$ cat config.mk
export PLATFORM = sky130hd
export DESIGN_NAME = seg_scan_ctrl
export DESIGN_NICKNAME = d
export VERILOG_FILES = /design/src/rtl/seg_scan_ctrl_pkg.sv /design/src/rtl/seg_scan_ctrl_dec7seg.sv /design/src/rtl/seg_scan_ctrl.sv
export SDC_FILE = /design/constraint.sdc
export NUM_CORES = 1
export LEC_CHECK = 0
export CAP_MARGIN = 20
export CORE_UTILIZATION = 40
export DETAILED_ROUTE_END_ITERATION = 12
export PLACE_DENSITY_LB_ADDON = 0.1
export RECOVER_POWER = 50
export SETUP_SLACK_MARGIN = 0.4
export SYNTH_ARGS = -nofsm -noshare
export SYNTH_HDL_FRONTEND = slang
export SYNTH_HIERARCHICAL = 1
export SYNTH_SLANG_ARGS = --single-unit
$ cat constraint.sdc
create_clock -name clk -period 8.7 [get_ports clk]
set_input_delay 1.74 -clock clk [delete_from_list [all_inputs] [get_ports clk]]
set_output_delay 1.74 -clock clk [all_outputs]
set_load 0.01 [all_outputs]
$ cat src/rtl/seg_scan_ctrl_pkg.sv
// Shared definitions for the 7-segment scan controller: register map,
// CTRL bit positions and the all-dark segment pattern.
package seg_scan_ctrl_pkg;

  typedef enum logic [1:0] {
    ADDR_DIGITS = 2'd0,
    ADDR_BLANK  = 2'd1,
    ADDR_CTRL   = 2'd2,
    ADDR_RSVD   = 2'd3
  } reg_addr_e;

  localparam int CTRL_EN  = 0;
  localparam int CTRL_LZS = 1;

  localparam logic [6:0] SEG_OFF  = 7'h7F;
  localparam logic [1:0] CTRL_RST = 2'b01;

endpackage

$ cat src/rtl/seg_scan_ctrl_dec7seg.sv
// Hex nibble to active-low 7-segment pattern for common-anode digits,
// bit0 = a through bit6 = g.
module dec7seg (
  input  logic [3:0] nibble,
  output logic [6:0] seg
);

  always_comb begin
    seg = 7'h7F;
    unique case (nibble)
      4'h0: seg = 7'h40;
      4'h1: seg = 7'h79;
      4'h2: seg = 7'h24;
      4'h3: seg = 7'h30;
      4'h4: seg = 7'h19;
      4'h5: seg = 7'h12;
      4'h6: seg = 7'h02;
      4'h7: seg = 7'h78;
      4'h8: seg = 7'h00;
      4'h9: seg = 7'h10;
      4'hA: seg = 7'h08;
      4'hB: seg = 7'h03;
      4'hC: seg = 7'h46;
      4'hD: seg = 7'h21;
      4'hE: seg = 7'h06;
      4'hF: seg = 7'h0E;
      default: seg = 7'h7F;
    endcase
  end

endmodule

$ cat src/rtl/seg_scan_ctrl.sv
// Time-multiplexed 7-segment scan controller with a small store-path
// register file, per-digit blanking, leading-zero suppression and dead time.
module seg_scan_ctrl
  import seg_scan_ctrl_pkg::*;
#(
  parameter int NUM_DIGITS = 4,
  parameter int SCAN_DIV   = 50000,
  parameter int BLANK_CYC  = 16
) (
  input  logic                  clk,
  input  logic                  rst,
  input  logic                  wr_en,
  input  logic [1:0]            wr_addr,
  input  logic [31:0]           wr_data,
  input  logic [1:0]            rd_addr,
  output logic [31:0]           rd_data,
  output logic [6:0]            seg,
  output logic [NUM_DIGITS-1:0] an
);

  localparam int PW = (SCAN_DIV > 1) ? $clog2(SCAN_DIV) : 1;
  localparam int IW = (NUM_DIGITS > 1) ? $clog2(NUM_DIGITS) : 1;
  localparam int DW = 4 * NUM_DIGITS;

  logic [DW-1:0]         digits_q, digits_d;
  logic [NUM_DIGITS-1:0] blank_q, blank_d;
  logic [1:0]            ctrl_q, ctrl_d;
  logic [PW-1:0]         presc_q, presc_d;
  logic [IW-1:0]         idx_q, idx_d;
  logic [6:0]            seg_q, seg_d;
  logic [NUM_DIGITS-1:0] an_q, an_d;

  logic [3:0] sel_nib;
  logic       sel_blank;
  logic       sel_lz;
  logic       zero_run;
  logic       dark;
  logic       in_dead;
  logic       scan_en;
  logic [6:0] dec_seg;
  logic       wr_data_unused;

  assign wr_data_unused = &{1'b0, wr_data};
  assign scan_en        = ctrl_q[CTRL_EN];

  // Register file writes
  always_comb begin
    digits_d = digits_q;
    blank_d  = blank_q;
    ctrl_d   = ctrl_q;
    if (wr_en) begin
      case (wr_addr)
        ADDR_DIGITS: digits_d = wr_data[DW-1:0];
        ADDR_BLANK:  blank_d  = wr_data[NUM_DIGITS-1:0];
        ADDR_CTRL:   ctrl_d   = wr_data[1:0];
        default:     ;
      endcase
    end
  end

  always_comb begin
    rd_data = '0;
    case (rd_addr)
      ADDR_DIGITS: rd_data[DW-1:0]         = digits_q;
      ADDR_BLANK:  rd_data[NUM_DIGITS-1:0] = blank_q;
      ADDR_CTRL:   rd_data[1:0]            = ctrl_q;
      default:     ;
    endcase
  end

  // Prescaler and digit index; both parked at zero while disabled
  always_comb begin
    presc_d = presc_q;
    idx_d   = idx_q;
    if (!scan_en) begin
      presc_d = '0;
      idx_d   = '0;
    end else if (presc_q == PW'(SCAN_DIV - 1)) begin
      presc_d = '0;
      idx_d   = (idx_q == IW'(NUM_DIGITS - 1)) ? '0 : idx_q + 1'b1;
    end else begin
      presc_d = presc_q + 1'b1;
    end
  end

  // Digit select; zero_run tracks whether every nibble from i upward is zero
  always_comb begin
    sel_nib   = '0;
    sel_blank = 1'b0;
    sel_lz    = 1'b0;
    zero_run  = 1'b1;
    for (int i = NUM_DIGITS - 1; i >= 0; i--) begin
      zero_run = zero_run && (digits_q[4*i +: 4] == 4'h0);
      if (idx_q == IW'(i)) begin
        sel_nib   = digits_q[4*i +: 4];
        sel_blank = blank_q[i];
        sel_lz    = zero_run && (i != 0);
      end
    end
  end

  dec7seg u_dec7seg (
    .nibble (sel_nib),
    .seg    (dec_seg)
  );

  assign dark    = sel_blank || (ctrl_q[CTRL_LZS] && sel_lz);
  assign in_dead = (presc_q < PW'(BLANK_CYC));

  // A dark digit keeps its anode driven; only the segments are blanked
  always_comb begin
    seg_d = SEG_OFF;
    an_d  = '1;
    if (scan_en && !in_dead) begin
      for (int i = 0; i < NUM_DIGITS; i++) begin
        an_d[i] = (idx_q != IW'(i));
      end
      if (!dark) seg_d = dec_seg;
    end
  end

  always_ff @(posedge clk or posedge rst) begin
    if (rst) begin
      digits_q <= '0;
      blank_q  <= '0;
      ctrl_q   <= CTRL_RST;
      presc_q  <= '0;
      idx_q    <= '0;
      seg_q    <= SEG_OFF;
      an_q     <= '1;
    end else begin
      digits_q <= digits_d;
      blank_q  <= blank_d;
      ctrl_q   <= ctrl_d;
      presc_q  <= presc_d;
      idx_q    <= idx_d;
      seg_q    <= seg_d;
      an_q     <= an_d;
    end
  end

  assign seg = seg_q;
  assign an  = an_q;

endmodule
After elaboration in Yosys (flattened, before gate mapping)
Memory sizes are Yosys's and may differ from the RTL's.
Index checks and enable logic that the tools add are counted.
Widths: inputs -> output; s select.
Word-level totals
  bits in registers: 51
  latch bits: 0
  memory bits (writable): 0
  ROM bits: 112
  input bits: 39
  output and inout port bits: 43
  word-level logic and storage cells: 62
  memories: 1
Memories
  (no name shown): depth 16, bits a word 7, read ports 1, clocked after Yosys merged registers in 0, write ports 0, line seg_scan_ctrl_dec7seg.sv:10  | unique case (nibble)
Operators by class
  $add $sub $neg: 2
  $mul: 0
  div/mod/pow operators: 0
  $lt $le $gt $ge: 1
  equal/unequal tests: 12
  shift-type cells: 0
  multiplexer cells: 23
  bitwise operators: 0
  reductions and logical operators: 16
Operators by type and width (count)
  $mux 16: 2
  $mux 4: 5
  $add 16x1->16 const B: 1
  $eq 16x16->1 const B: 1
  $lt 16x5->1 const B: 1
  $mux 7: 2
  $logic_not 4->1: 3
  $mux 12: 1
  $eq 2x2->1 const B: 4
  $mux 1: 8
  $eq 2x1->1 const B: 3
  $logic_not 2->1: 3
  $mux 2: 3
  $pmux 2 s3: 1
  $reduce_and 2->1: 3
  $logic_and 1x1->1: 4
  $ne 2x1->1 const B: 2
  $ne 2x2->1 const B: 2
  $pmux 2 s2: 1
  $add 2x1->2 const B: 1
  $reduce_bool 2->1: 1
  $logic_not 1->1: 1
  $logic_or 1x1->1: 1

Logic depth before layout (Yosys ltp)
  word-level depth: 9
  mapped depth: 13
  depth with buffers taken out: 12

Modules after synthesis
The synthesis kept the hierarchy.
Modules (own cells, without submodules)
  seg_scan_ctrl: times used 1, cells an instance 250, area an instance 2660.1 um2, sequential area each 1291.2 um2
  dec7seg: times used 1, cells an instance 32, area an instance 275.3 um2, sequential area each 0.0 um2

Worst setup path after synthesis
No wires, ideal clock.
  kind: input port to output port
  start point: input rd_addr[1]
  end point: output rd_data[10]
  arrival: 2.418 ns
  path slack: 4.542 ns
  stages: 4
  path through: clkbuf_1 -> nor2_1 -> clkbuf_1 -> and2_1
On the way
  cells in the longest elaborated chain, start to end: 2
RTL lines
  from (decl): line seg_scan_ctrl.sv:15  | input logic [1:0] rd_addr,
  $logic_not 2->1: line seg_scan_ctrl.sv:63  | case (rd_addr)
  $mux 12: line seg_scan_ctrl.sv:63
  to (decl): line seg_scan_ctrl.sv:16  | output logic [31:0] rd_data,
Every way passes these cells.

Final worst setup path
  start point: input rd_addr[1]
  end point: output rd_data[6]
The elaborated chain is that of the path after synthesis.

==> out/summary.md <==
The flow ran to the end, but the final reports show violations. The checks that failed: max-capacitance violations, max-slew violations. The analysis attributes to cell leakage a power of 1.482 nW. In this run the count of I/O pins placed on the die edge is 82. Hold timing on the final database bottoms out at a slack of 0.4995 ns. After clock tree synthesis, the repair step resized 0 gates. The first global-routing pass estimated 9508 µm of wire. The final weighted congestion of routability-driven global placement is 0.7857. The detail route stage leaves a number of antenna-violating nets equal to 0. The core region is 0.006944 mm². After synthesis the cells add up to 0.002935 mm². CTS buffer count: 5. The run gives 647 as the number of fillers in the final layout.

Setup violations remaining at the end of the flow were counted as 0. The number of port buffers was 49. The pin count of the biggest net entering global routing was 52.

The setup TNS is 0 ns. The share of total power dissipated in combinational logic is 20.7%. The tools report the distinct cell type count of the synthesized netlist as 43.

The run gives 0 as the total overflow reported by the global router. Dividing the synthesized area by the synthesized cell count gives 10.41 µm². The worst-case vdd ir drop is 79.72 µV, and the clock tree buffer depth is 2.

The cell count after synthesis came out at 282. Summed over all layers, the routed wires come to 5698 µm. The worst setup path is captured at a primary output. Number of buffers inserted for hold repair after clock tree synthesis: 0.

For the number of diodes, the log shows 0. For the number of nets in the finished design, the log shows 382. The initial antenna violation count is 0, and the internal power consumption is 0.0004414 W. The via count of the first global-routing pass is 1940. Synthesis inferred 51 register bits. The tools report the total global-route track usage as 16.25%. At the worst endpoint, the arrival time is 3.57 ns. Die outline width: 87.67 µm. The cell sitting at the root of the clock tree is a sky130_fd_sc_hd__clkbuf_8. The share of the yosys chip area belonging to registers was 43.99%.

For this design the ratio of total power to cell area is 167.8 mW/mm². Number of failing hold endpoints at the final stage: 0. The detailed router placed 2089 vias in this run. Final clock skew: 0.007682 ns. The tools report the maximum operating frequency as 188.3 MHz.

The largest fanout on the critical path works out to 12. Height of the die: 87.67 µm. The actual slew at the worst max-slew pin is 2.267 ns. TritonCTS built the clock tree. The relative contribution of the clock network to total power is 32.1%, and the count of standard-cell rows is 30. In the routed layout, each cell is associated on average with a via count of 4.881. The deepest level of the CTS H-tree is 2. The critical path in this run is classified as in -> out. The worst hold path belongs to the class reg -> reg.

Fraction of layout instances using a drive strength above 1: 15.96%. The dominant synthesized flop cell is sky130_fd_sc_hd__dfrtp_1. The pre-antenna-repair detailed-routing pass consisted of 5 iterations. The number of sinks on the clock net was 51; the post-route fraction of the period consumed by the critical path was 61.04%. The floorplan step defined a die boundary enclosing 0.007685 mm². Number of synthesized flops with an enable pin: 0. The starting DRC count in detailed routing is 74, and the clock-pin slew reported for the worst setup and hold paths after clock tree synthesis is 0.09 ns. Buffers added to address setup during post-CTS repair amount to 0.

The worst slew margin relative to its limit was -51.11%; the average wire per cell in the routed design was 13.31 µm. In this run the power spent charging and discharging nets is 0.0001603 W. Once the floorplan was initialized, standard cells occupied 42.27% of the core. The run gives 47.2% as the portion of total power attributed to sequential cells.

The DRC violations left was 0; the post-synthesis async set-or-reset flop share was 100.0%. The total of max-cap violations was 1; the total number of yosys warnings was 6. The clock reaches the later pin of the worst-skew pair after 0.30 ns.

Net switching is 26.64% of the power. Once detailed placement completed, the half-perimeter wirelength came to 4149 µm. The clock period minus worst slack came out at 5.310 ns. The number of pins exceeding their max-slew limit in the final report is 45, and the post-synthesis to final-layout area growth is 22.17%. Data on the critical path is required at its endpoint by 6.96 ns. Startpoint type of the worst setup path: an input pin.

Setup repair after global routing left no endpoint under its margin.
[cell type report]
type                            instances  area [µm²]  share of cell area, %
Inverter                               12       45.04                  1.256
Multi-Input combinational cell        209        1491                  41.59
Tap cell                               96       120.1                  3.350
Timing Repair Buffer                   52       505.5                  14.10
Clock buffer                            6       72.57                  2.024
Sequential cell                        51        1291                  36.01
Clock inverter                          2       60.06                  1.675
[layer usage]
metal / up-vias / wire length (µm) / global-route usage [%]
met5: - / 0 / 0
met4: 0 / 93 / 6.259
met3: 8 / 229 / 3.676
met2: 49 / 2643 / 25.36
met1: 995 / 2732 / 22.04
li1: 1037 / - / -
[cell usage in the layout (no fill, tap or decap), drive strengths merged, types with 2 or more instances in the layout]
master,Yosys,layout
and3b,4,4
nand3b,4,4
nor3,4,4
and2,12,12
nand2,21,21
o21ai,11,11
xor2,4,4
xnor2,9,9
clkbuf,5,8
inv,12,12
mux2i,9,9
ha,12,12
or3,9,9
conb,1,16
nand4,5,5
nor2,26,26
or4,2,2
clkdlybuf4s50,0,48
nor4,7,7
o31ai,4,4
a22o,2,2
dfstp,12,12
nand3,4,4
mux2,27,27
a21oi,8,8
dfrtp,39,39
bufinv,0,2
[synthesized netlist by cell type (all sizes together) (9+ instances only)]
master / number / share of area [%]
dfrtp: 39 / 33
mux2: 27 / 10
nor2: 26 / 3.3
nand2: 21 / 2.7
buf: 20 / 4.9
and2: 12 / 2.6
dfstp: 12 / 11
ha: 12 / 5.1
inv: 12 / 1.5
o21ai: 11 / 1.9
mux2i: 9 / 3.1
or3: 9 / 2.1
xnor2: 9 / 2.7
[state kept, by name (all words and copies together), names as in the netlist]
register,flops
an,4
blank_q,4
ctrl_q,2
digits_q,16
idx_q,2
presc_q,16
seg,7
[power by group through the flow]
stage	clock network, W	logic (W)	registers [W]
2_1_floorplan	0	0.0000940	0.000280
3_3_place_gp	0	0.000124	0.000287
3_5_place_dp	0	0.000127	0.000288
4_1_cts	0.000200	0.000128	0.000284
5_1_grt	0.000210	0.000140	0.000289
6_report	0.000193	0.000124	0.000284
[worst max-delay path: stages]
cell and delay (ns):
sky130_fd_sc_hd__clkdlybuf4s50_1 0.54, sky130_fd_sc_hd__nor2_1 0.53, sky130_fd_sc_hd__and2_1 0.22, sky130_fd_sc_hd__clkdlybuf4s50_1 0.53
[path summary, 6_finish.rpt]
kind	startpoint	end	slack, ns	depth (start not counted)
hold / removal	presc_q[0]$_DFF_PP0_	presc_q[0]$_DFF_PP0_	0.50	1
setup reg to reg	idx_q[0]$_DFFE_PP0P_	seg[3]$_DFF_PP1_	5.67	11
setup / recovery	rd_addr[1]	rd_data[6]	3.39	4
max in group asynchronous	rst	digits_q[2]$_DFFE_PP0P_	4.46	3
hold reg to reg	presc_q[0]$_DFF_PP0_	presc_q[0]$_DFF_PP0_	0.50	1
min in group asynchronous	rst	presc_q[5]$_DFF_PP0_	1.81	2
[per-stage QoR]
step	instances	util, %	area, µm²	setup slack [ns]	power (W)
4_1_cts	427	51.69	3590	3.300	0.0006111
3_5_place_dp	419	49.78	3457	3.304	0.0004156
3_3_place_gp	418	49.62	3446	3.324	0.0004115
6_report	428	51.64	3586	3.390	0.0006017
2_1_floorplan	297	-	2992	4.542	0.0003738
5_1_grt	428	51.64	3586	3.220	0.0006382
[cell families (layout without fill, tap and decap cells)]
family | after synthesis | count (layout) | synth area share, %
and+or+nand+nor | 103 | 103 | 19.48
DFF | 51 | 51 | 43.99
buffers and inverters | 37 | 72 | 7.118
adders and majority gates | 12 | 12 | 5.115
other | 1 | 16 | 0.1278
AOI/OAI and AO/OA | 28 | 28 | 5.968
xor gates and xnor gates | 13 | 13 | 3.879
muxes | 37 | 37 | 14.32
(Power assumes the default switching activity.)
